--- src/rtl/start_sequencer.sv ---
// Power-on start sequencer: after reset, waits a DIP-selected delay of
//   (sel+1)*BASE_SEC seconds, then releases N_CH sticky start enables one by
//   one, CH_GAP_MS apart, and flags completion.
// Ports: i_clk_50M / i_rst_n (sync, active-low) clock and reset; i_dip is the
//   active-low async DIP select; i_hold freezes timing in DELAY/STAGGER;
//   i_restart reruns the sequence; o_start per-channel enables; o_busy in
//   DELAY/STAGGER; o_done in DONE; o_remain_sec whole seconds left in DELAY.
module start_sequencer #(
  parameter int CLK_HZ    = 50000000,
  parameter int SEL_W     = 2,
  parameter int BASE_SEC  = 15,
  parameter int N_CH      = 4,
  parameter int CH_GAP_MS = 100
) (
  input  logic             i_clk_50M,
  input  logic             i_rst_n,
  input  logic [SEL_W-1:0] i_dip,
  input  logic             i_hold,
  input  logic             i_restart,
  output logic [N_CH-1:0]  o_start,
  output logic             o_busy,
  output logic             o_done,
  output logic [15:0]      o_remain_sec
);

  localparam int PRESC = CLK_HZ / 1000;
  localparam int PW    = (PRESC > 1) ? $clog2(PRESC) : 1;
  localparam int GAP   = CH_GAP_MS * PRESC;
  localparam int GW    = (GAP > 1) ? $clog2(GAP) : 1;
  localparam int CW    = (N_CH > 1) ? $clog2(N_CH) : 1;

  typedef enum logic [1:0] {
    S_IDLE    = 2'd0,
    S_DELAY   = 2'd1,
    S_STAGGER = 2'd2,
    S_DONE    = 2'd3
  } state_t;

  state_t            state_q, state_d;
  logic [1:0]        idle_cnt_q, idle_cnt_d;
  logic [SEL_W-1:0]  sync1_q, sync1_d;
  logic [SEL_W-1:0]  sync2_q, sync2_d;
  logic [PW-1:0]     presc_q, presc_d;
  logic [9:0]        ms_q, ms_d;
  logic [15:0]       sec_q, sec_d;
  logic [GW-1:0]     gap_q, gap_d;
  logic [CW-1:0]     ch_q, ch_d;
  logic [N_CH-1:0]   start_q, start_d;
  logic [SEL_W-1:0]  sel;

  always_comb begin
    state_d    = state_q;
    idle_cnt_d = idle_cnt_q;
    sync1_d    = i_dip;
    sync2_d    = sync1_q;
    presc_d    = presc_q;
    ms_d       = ms_q;
    sec_d      = sec_q;
    gap_d      = gap_q;
    ch_d       = ch_q;
    start_d    = start_q;
    sel        = ~sync2_q;

    if (i_restart) begin
      // Restart beats hold: everything returns to the start of IDLE.
      state_d    = S_IDLE;
      idle_cnt_d = 2'd0;
      presc_d    = '0;
      ms_d       = '0;
      sec_d      = '0;
      gap_d      = '0;
      ch_d       = '0;
      start_d    = '0;
    end else begin
      case (state_q)
        S_IDLE: begin
          // Third edge: the synchroniser now holds a DIP value sampled
          // after reset, so the selection is latched here and only here.
          if (idle_cnt_q == 2'd2) begin
            state_d = S_DELAY;
            sec_d   = 16'((int'(sel) + 1) * BASE_SEC);
            presc_d = '0;
            ms_d    = '0;
          end else begin
            idle_cnt_d = idle_cnt_q + 2'd1;
          end
        end
        S_DELAY: begin
          if (!i_hold) begin
            if (presc_q == PW'(PRESC - 1)) begin
              presc_d = '0;
              if (ms_q == 10'd999) begin
                ms_d  = '0;
                sec_d = sec_q - 16'd1;
                if (sec_q == 16'd1) begin
                  start_d[0] = 1'b1;
                  gap_d      = '0;
                  ch_d       = CW'(1);
                  state_d    = (N_CH == 1) ? S_DONE : S_STAGGER;
                end
              end else begin
                ms_d = ms_q + 10'd1;
              end
            end else begin
              presc_d = presc_q + PW'(1);
            end
          end
        end
        S_STAGGER: begin
          if (!i_hold) begin
            if (gap_q == GW'(GAP - 1)) begin
              gap_d = '0;
              for (int i = 1; i < N_CH; i++) begin
                if (int'(ch_q) == i) start_d[i] = 1'b1;
              end
              if (int'(ch_q) == N_CH - 1) state_d = S_DONE;
              else                        ch_d    = ch_q + CW'(1);
            end else begin
              gap_d = gap_q + GW'(1);
            end
          end
        end
        default: ; // DONE holds its outputs
      endcase
    end
  end

  always_ff @(posedge i_clk_50M) begin
    if (!i_rst_n) begin
      state_q    <= S_IDLE;
      idle_cnt_q <= '0;
      sync1_q    <= '0;
      sync2_q    <= '0;
      presc_q    <= '0;
      ms_q       <= '0;
      sec_q      <= '0;
      gap_q      <= '0;
      ch_q       <= '0;
      start_q    <= '0;
    end else begin
      state_q    <= state_d;
      idle_cnt_q <= idle_cnt_d;
      sync1_q    <= sync1_d;
      sync2_q    <= sync2_d;
      presc_q    <= presc_d;
      ms_q       <= ms_d;
      sec_q      <= sec_d;
      gap_q      <= gap_d;
      ch_q       <= ch_d;
      start_q    <= start_d;
    end
  end

  assign o_start      = start_q;
  assign o_busy       = (state_q == S_DELAY) || (state_q == S_STAGGER);
  assign o_done       = (state_q == S_DONE);
  assign o_remain_sec = sec_q;

endmodule

--- config.mk ---
export PLATFORM = sky130hd
export DESIGN_NAME = start_sequencer
export DESIGN_NICKNAME = d
export VERILOG_FILES = /design/src/rtl/start_sequencer.sv
export SDC_FILE = /design/constraint.sdc
export NUM_CORES = 1
export LEC_CHECK = 0
export CORE_MARGIN = 2
export CORE_UTILIZATION = 57
export DETAILED_ROUTE_END_ITERATION = 10
export DONT_BUFFER_PORTS = 1
export GPL_TIMING_DRIVEN = 0
export PLACE_DENSITY = 0.8
export RECOVER_POWER = 50
export SETUP_SLACK_MARGIN = 0.3
export SLEW_MARGIN = 20
export SYNTH_ARGS = -nofsm -noshare
export SYNTH_HDL_FRONTEND = slang
export SYNTH_SLANG_ARGS = --single-unit
--- constraint.sdc ---
create_clock -name i_clk_50M -period 2.76 [get_ports i_clk_50M]
set_input_delay 0.414 -clock i_clk_50M [delete_from_list [all_inputs] [get_ports i_clk_50M]]
set_output_delay 0.414 -clock i_clk_50M [all_outputs]
set_load 0.02 [all_outputs]
==> out/qor.yml <==
die:
  core.rowCount: 31
  die_x_um: 89.8
  floorplan.die.height_um: 89.8
  floorplan.io_pins: 28
  coreArea_sq_um: 7180
  start_util_pct: 58.5
  dieArea_sq_um: 8070
routing:
  drtPass1Iterations: 5
  routed_wl_um: 13100
  via_count: 4394
  drt_iter0_drc: 431
  detail_route.drc_violations: 0
  detailroute.wirelength.met2_um: 6160
  wl_per_cell_um: 20.2
  met3WireLength_um: 1090
  route.detailed.vias_per_inst: 6.75
  ant_nets: 0
  highest_layer: "met4"
  wl_met1_um: 5170
layout:
  number_of_antenna_repair_diodes: 0
  design.final.nets: 576
  flow.area_growth_from_synthesis_pct: 28.5
  drive_above_1_share_pct: 25.4
  fillers: 429
grt:
  gr-usage-all-layers_pct: 27.8
  initial_antenna_violation_count: 0
  grt_max_degree: 13
  first_pass_grt_wire_length_um: 18400
  grt_remaining_overflow: 0
  number_of_global_route_vias_before_repair: 3860
worst_setup_path:
  startpoint_type: "flip-flop"
  ff2ff_path_depth: 8
  critPathBufInv: 3
  origin_of_the_critical_flop_to_flop_path: "o_remain_sec[7]$_SDFFE_PP0P_"
  worst-path-max-fanout: 8
  r2r_setup_slack_ps: -5
  path_delay_family: "simple AND/OR/NAND/NOR gates"
  timing.critical_path.cells: "clkbuf_2, nor4_4, a41oi_2, buf_4, or4_4, buf_2, or4_1, a21oi_1"
  critPathRequiredTime_ps: 3050
  timing.critical_path.slowest_cell_delay_ps: 540
  cell_with_the_largest_stage_delay_on_the_worst_path: "or4_4"
  critical_path_class: "flip-flop to flip-flop"
  crit_arrival_ps: 3060
  setup.worst_path.end_class: "flip-flop"
  reg2reg_to: "gap_q[21]$_SDFFE_PP0P_"
sta:
  fmax_mhz: 362
  report.final.hold_viol_count: 0
  min_period_ps: 2760
  finalSetupViolations: 1
  final_min_period_over_clock_period_pct: 100
  post-route-worst-setup-slack_ps: -4.91
  rsz0062_at_grt: "true"
  timing_max_transition_violations_final: 0
  relSlewSlack_pct: 53.1
  worst_clock_skew_ps: 9.52
  timing.setup.tns_ps: -4.91
  worstMarginPinSlew_ps: 699
pwr:
  power_mw: 2.43
  power.ir.vdd_worst_mv: 0.299
  cellLeakagePower_nw: 1.77
  power-per-cell-area_nw_per_um2: 450
cts:
  clock_latency_of_the_later_clocked_register_in_the_worst_skew_pair_ps: 370
  cts_tree: "built"
  numCtsBuffers: 9
  clockBufferDepth: 2
  sink_count: 79
  clock_tree.htree_level_count: 3
  cts.clk_slew.worst_paths_ps: 80
  holdBufCountCts: 0
  ctsRootBufferMaster: "clkbuf_8"
job:
  cap_viol_max_count: 0
synthesis:
  synth-edff-count: 0
  ys.flop_type: "dfxtp_1"
  syn_area_per_cell_sq_um: 8.38
  synthesis.yosys.warnings: 0
  synth_cell_types: 48
  post_synth_inst_count: 501
  post_syn_area_sq_um: 4200
  synth.yosys.seq_area_share_pct: 37.7
  synth.net_count: 529
  synthArstFlopShare_pct: 0
  ys_seq_elements: 79
hold_path:
  hold-path-endpoint: "sync1_q[1]$_SDFF_PN0_"
  hold_path_depth: 1
  timing.hold.worst.start: "i_rst_n"
  timing.hold.worst.class: "input port to flip-flop"
place:
  dp_slack_ps: -353
  hpwlAfterDp_um: 6860
  gp_congestion: 0.887
  buffer_ports.inserted: 0
status:
  violated_checks: "negative setup slack"
  outcome: "finished with violations"
synthesized netlist by cell type, drive strengths merged, types with 7 or more instances:
| cell | count | area [sq um] |
|---|---|---|
| a21oi | 38 | 190 |
| and2 | 7 | 43.8 |
| clkbuf | 17 | 63.8 |
| dfxtp | 79 | 1580 |
| ha | 22 | 275 |
| inv | 25 | 93.8 |
| nand2 | 42 | 158 |
| nand3 | 17 | 85.1 |
| nand4 | 17 | 106 |
| nor2 | 45 | 169 |
| nor3 | 12 | 60.1 |
| nor4 | 19 | 119 |
| o21a | 7 | 52.6 |
| o21ai | 15 | 75.1 |
| o31ai | 19 | 143 |
| or3 | 9 | 56.3 |
| or4 | 24 | 184 |
| xnor2 | 28 | 245 |
| xor2 | 8 | 70.1 |
power by group:
group | total (mW) | switching, mW | internal (mW)
Sequential | 1.17 | 0.0239 | 1.15
Clock | 0.966 | 0.440 | 0.527
Combinational | 0.288 | 0.172 | 0.116
worst reg2reg max path: stages, from the launching register on:
cell,delay (ps)
dfxtp_1,390
clkbuf_2,240
nor4_4,300
a41oi_2,230
buf_4,210
or4_4,540
buf_2,190
or4_1,420
a21oi_1,160
layer usage:
| metal | vias up | track usage [%] |
|---|---|---|
| met1 | 2076 | 35.5 |
| met4 | 0 | 12.1 |
| li1 | 1938 | - |
| met2 | 294 | 45.8 |
| met3 | 86 | 5.78 |
| met5 | - | 0 |
state kept, by name (all words and copies together), names as in the netlist:
name,count
ch_q,2
gap_q,23
idle_cnt_q,2
ms_q,10
o_remain_sec,16
o_start,4
presc_q,16
state_q,2
sync1_q,2
sync2_q,2
worst max-delay path by stage:
| stage | startpoint | end | slack [ps] | cells past startpoint |
|---|---|---|---|---|
| final | o_remain_sec[7]$_SDFFE_PP0P_ | gap_q[21]$_SDFFE_PP0P_ | -5 | 8 |
| after global routing | presc_q[0]$_SDFFE_PP0P_ | gap_q[21]$_SDFFE_PP0P_ | -50 | 8 |
| after CTS | presc_q[13]$_SDFFE_PP0P_ | gap_q[19]$_SDFFE_PP0P_ | 40 | 6 |
| after detailed placement | state_q[1]$_SDFFE_PP0P_ | ms_q[8]$_SDFFE_PP0P_ | -350 | 9 |
| after global placement | state_q[0]$_SDFFE_PP0P_ | ms_q[4]$_SDFFE_PP0P_ | -250 | 8 |
| after floorplan | presc_q[10]$_SDFFE_PP0P_ | gap_q[19]$_SDFFE_PP0P_ | 220 | 6 |
what timing repair did:
| action | CTS | global route |
|---|---|---|
| endpoints found under the hold margin | 0 | 0 |
| setup endpoints to repair | 66 | 59 |
| gates cloned | 2 | 0 |
| setup buffers | 25 | 9 |
| gates resized for setup | 62 | 75 |
| pin swaps | 28 | 24 |
cell families after synthesis:
kind of cell,Yosys count,share of synthesized area [%]
buf+inv,43,4.02
flops,79,37.7
simple gates,219,28.3
compound gates,100,15.4
xor+xnor,36,7.51
fa+ha+maj,22,6.55
mux,2,0.506
placed cells by master, fill, tap and decap left out, types with 8 or more instances in the layout:
cell / netlist / routed
a21oi_1: 38 / 29
a21oi_2: 0 / 8
buf_4: 0 / 26
buf_6: 1 / 13
clkbuf_8: 0 / 13
dfxtp_1: 79 / 70
ha_1: 22 / 21
inv_1: 25 / 24
nand2_1: 42 / 38
nand3_1: 17 / 15
nand4_1: 17 / 17
nor2_1: 45 / 45
nor3_1: 12 / 9
nor4_4: 0 / 12
o21ai_0: 14 / 8
o31ai_1: 19 / 8
o31ai_2: 0 / 11
or4_1: 23 / 16
or4_4: 1 / 8
xnor2_1: 28 / 28
xor2_1: 8 / 8
metrics by stage:
step | instances | util (%) | instance area (sq um) | hold slack, ps
finish | 651 | 75.2 | 5400 | 159
global route | 651 | 75.2 | 5400 | 165
CTS | 642 | 70.5 | 5060 | 158
detailed placement | 600 | 60.9 | 4370 | 425
global placement | 600 | 60.9 | 4370 | 418
floorplan | 501 | - | 4240 | 412
cell type report:
type                    count  area [sq um]  area share [%]
multi-input cells         379          2920            54.0
clock buffers              11           141            2.62
clock inverters             4          70.1            1.30
plain buffers              18           156            2.90
well taps                  99           124            2.30
repair buffers             36           298            5.52
inverters                  25          93.8            1.74
flip-flops and latches     79          1600            29.6
Power figures use the tool's default switching activity.
==> patch 1, RTL diff (same settings) <==
The parameter `N_CH` goes from 4 to 2.
--- a/src/rtl/start_sequencer.sv
+++ b/src/rtl/start_sequencer.sv
@@ -9,7 +9,7 @@
   parameter int CLK_HZ    = 50000000,
   parameter int SEL_W     = 2,
   parameter int BASE_SEC  = 15,
-  parameter int N_CH      = 4,
+  parameter int N_CH      = 2,
   parameter int CH_GAP_MS = 100
 ) (
   input  logic             i_clk_50M,
Ports: changed (resized o_start); port bits go from 28 to 26. The function was not compared with the original's and may differ.
==> patch 1 against the unedited design <==
  * Wire length fell by 22%
  * Utilization down 10 points
  * Synthesized area down 1.5%
  * Highest routed layer unchanged
  * Via count fell by 11%
  * Sequential cell count fell by 3
  * Synthesized cell count up 1.6%
  * Largest cell class unchanged
  * Count of clock-buffer cells in the layout fell by 1
  * Setup slack better by 0.31 ns
  * Power is 2.4% higher
  * Clock power is 14% higher
  * Final area decreased by 14%
  * Non-clock buffer count shrank 31
  * Clock skew decreased by 0.0010 ns
==> patch 1: results (changes against the unedited design) <==
| Metric | Value |
|---|---|
| Outcome | `complete, no violations (was finished, violations left)` |
| Horiz. Die Dim | `89.2 um (was 89.8 um)` |
| Cells taking the most area after synthesis | `dfxtp_1 (37%), ha_1 (5.7%), nor2_1 (5.1%) (was dfxtp_1 (38%), ha_1 (6.6%), xnor2_1 (5.8%))` |
| Arrival time worst endpoint | `2.74 ns (was 3.06 ns)` |
| Number of distinct library cells after synthesis | `55 (was 48)` |
| DP HPWL | `6.99 mm (was 6.86 mm)` |
| GP Congestion | `0.904 (was 0.887)` |
| GR Util met2 | `45.4% (was 45.8%)` |
| Slowest stage delay, CP | `0.62 ns (was 0.54 ns)` |
| Routed wl met3 | `596 um (was 1.09 mm)` |
| Gr usage total | `26.7% (was 27.8%)` |
| Final-stage net count | `547 (was 576)` |
| Synth top cells by count | `dfxtp_1 (76), nor2_1 (56), a21oi_1 (41), nand2_1 (36), nand3_1 (28) (was dfxtp_1 (79), nor2_1 (45), nand2_1 (42), a21oi_1 (38), xnor2_1 (28))` |
| CP startpoint | `presc_q[5] (was o_remain_sec[7])` |
| Worst Skew | `0.00847 ns (was 0.00952 ns)` |
| Seq/Total Area, Yosys | `36.8% (was 37.7%)` |
| Post-synthesis mux area share | `0.484% (was 0.506%)` |
| Synth Area in Compound Gates | `15.7% (was 15.4%)` |
| Met2 Wirelength | `5.02 mm (was 6.16 mm)` |
| Worst hold slack | `0.177 ns (was 0.159 ns)` |
| Worst path slowest cell | `or4_1 (was or4_4)` |
| M1 GR Usage | `32.5% (was 35.5%)` |
| R2R Setup Slk | `0.30 ns (was -0.005 ns)` |
| Post-synthesis xor/xnor area fraction | `6.26% (was 7.51%)` |
| Layout cell share with drive strength beyond 1 | `8.56% (was 25.4%)` |
| Vias in the first global route | `3713 (was 3860)` |
| Iteration-0 DRC Markers | `275 (was 431)` |
| Reg2reg path depth | `6 (was 8)` |
| DR vias | `3921 (was 4394)` |
| GR Layer Usage met3 | `7.85% (was 5.78%)` |
| Synth Net Count | `534 (was 529)` |
| Pleak | `1.48 nW (was 1.77 nW)` |
[patch 1: changes by cell type after synthesis, sizes merged, moves of 10 or more]
cell / unedited run / this run
or4: 24 / 7
o31ai: 19 / 7
o21ai: 15 / 29
nor2: 45 / 56
inv: 25 / 15
or3: 9 / 23
xnor2: 28 / 18
nand3: 17 / 28
[patch 1: timing repair]
action,CTS,global route
pin swaps,1,2
buffers inserted,2,0
gates resized for setup,10,29
endpoints found under the setup margin,65,54
[patch 1: worst max path at each step]
stage	end	cells past startpoint
after CTS	gap_q[1]	8
after floorplan	presc_q[10]	10
after global routing	gap_q[3]	7
after detailed placement	presc_q[5]	10
after global placement	gap_q[10]	6
final	ms_q[4]	6
[patch 1: area by class of cell]
type                       instances  area, um2
clock buffer                      10        128
buffer                            21        104
multi-input combinational        397       2550
tap                               99        124
sequential                        76       1520
timing repair buffer               2       18.8
inverter                          15       56.3
fill                             628       2510
clock inverter                     5        125
[patch 1: power breakdown]
| part | internal (mW) | leakage (nW) | switching, mW | total, mW |
|---|---|---|---|---|
| registers | 1.11 | 0.613 | 0.0288 | 1.14 |
| clock network | 0.686 | 0.126 | 0.417 | 1.10 |
| logic | 0.0909 | 0.738 | 0.154 | 0.245 |
| total | 1.89 | 1.48 | 0.600 | 2.49 |
[patch 1: through the flow]
step / cells / worst slack [ns] / area [um2] / setup TNS (ns)
global route: 625 / 0.214 / 4630 / 0
global placement: 608 / -0.0934 / 4260 / -2.33
finish: 625 / 0.303 / 4630 / 0
floorplan: 509 / 0.473 / 4140 / 0
detailed placement: 608 / -0.149 / 4260 / -2.60
CTS: 625 / 0.319 / 4560 / 0
==> patch 2, RTL diff (same flow settings) <==
Without the edit above. Make the reset (`i_rst_n`) asynchronous in one clocked block. Comments in the files are not updated.
--- a/src/rtl/start_sequencer.sv
+++ b/src/rtl/start_sequencer.sv
@@ -125,7 +125,7 @@
     end
   end
 
-  always_ff @(posedge i_clk_50M) begin
+  always_ff @(posedge i_clk_50M or negedge i_rst_n) begin
     if (!i_rst_n) begin
       state_q    <= S_IDLE;
       idle_cnt_q <= '0;
Formal check against the unedited RTL: differs if i_rst_n is asserted again (counterexample within 4 cycles, from zero or initial values and one cycle with i_rst_n low); with i_rst_n held inactive, the same outputs for 10 cycles.
==> patch 2 against the unedited design <==
  * Critical path type unchanged
  * The flow finishes with violations (capacitance limit, slew limit)
  * Final area shrank 7.0%
  * Synthesized area up 5.7%
  * Sequential cell count unchanged
  * Wire length down 21%
  * Setup slack better by 0.33 ns
  * Die area increased by 5.4%
  * Highest routed layer unchanged
Power is not compared: it rests on default switching activity, and its combinational part moved more than twofold at a synthesized area within 25%.
==> patch 2: results (changes against the unedited design) <==
| Metric | Value |
|---|---|
| Gr usage total | `25.4% (was 27.8%)` |
| Max Cap Violations | `1 (was 0)` |
| Outcome | `finished, violations left (unchanged)` |
| Post-synthesis xor/xnor area fraction | `7.70% (was 7.51%)` |
| Post-Layout Cell Count | `606 (was 651)` |
| Worst slew pin tran | `1.71 ns (was 0.699 ns)` |
| Failing checks | `capacitance limit, slew limit (was setup timing)` |
| DR vias | `3760 (was 4394)` |
| Number of distinct library cells after synthesis | `54 (was 48)` |
| CP max FO | `9 (was 8)` |
| Post-synthesis adder-cell area fraction | `5.92% (was 6.55%)` |
| Seq/Total Area, Yosys | `44.5% (was 37.7%)` |
| Setup TNS | `0 ns (was -0.00491 ns)` |
| Pre-CTS setup slack | `-0.0611 ns (was -0.353 ns)` |
| Synth async-reset ratio | `100% (was 0%)` |
| Fillers | `588 (was 429)` |
| Postcts setup bufs | `2 (was 25)` |
| Synth Area in Compound Gates | `11.7% (was 15.4%)` |
| TritonRoute pass-1 iters | `4 (was 5)` |
| Area post-placement | `4570 um2 (was 4370 um2)` |
| Post-synthesis mux area share | `0.677% (was 0.506%)` |
| Max-slew violations | `80 (was 0)` |
| Post-cts sizing count | `19 (was 62)` |
| Syn_area_per_cell | `9.30 um2 (was 8.38 um2)` |
| Final-stage net count | `526 (was 576)` |
| Met1 wire length | `4.42 mm (was 5.17 mm)` |
-- patch 2: cell types whose count changed after synthesis, moves of 14 or more --
cell	unedited run	this run
dfrtp_1	0	79
o21ai_0	14	28
a21oi_1	38	17
dfxtp_1	79	0
nor2_1	45	71
or4_1	23	3
-- patch 2: final timing paths --
check	end	depth (start not counted)	start	slack, ns
min reg2reg	sync2_q[0]	0	sync1_q[0]	0.38
min	sync1_q[1]	0	i_dip[1]	0.07
min in group asynchronous	sync2_q[0]	2	i_rst_n	1.08
max	gap_q[21]	7	o_remain_sec[11]	0.33
max reg2reg	gap_q[21]	7	o_remain_sec[11]	0.33
max in group asynchronous	o_remain_sec[9]	2	i_rst_n	0.55
-- patch 2: area by class of cell --
class	instances	area share [%]
repair buffers	11	1.65
inverters	20	1.50
well taps	102	2.54
clock buffers	11	2.82
flip-flops and latches	79	39.5
multi-input cells	362	48.4
plain buffers	16	1.95
clock inverters	5	1.62
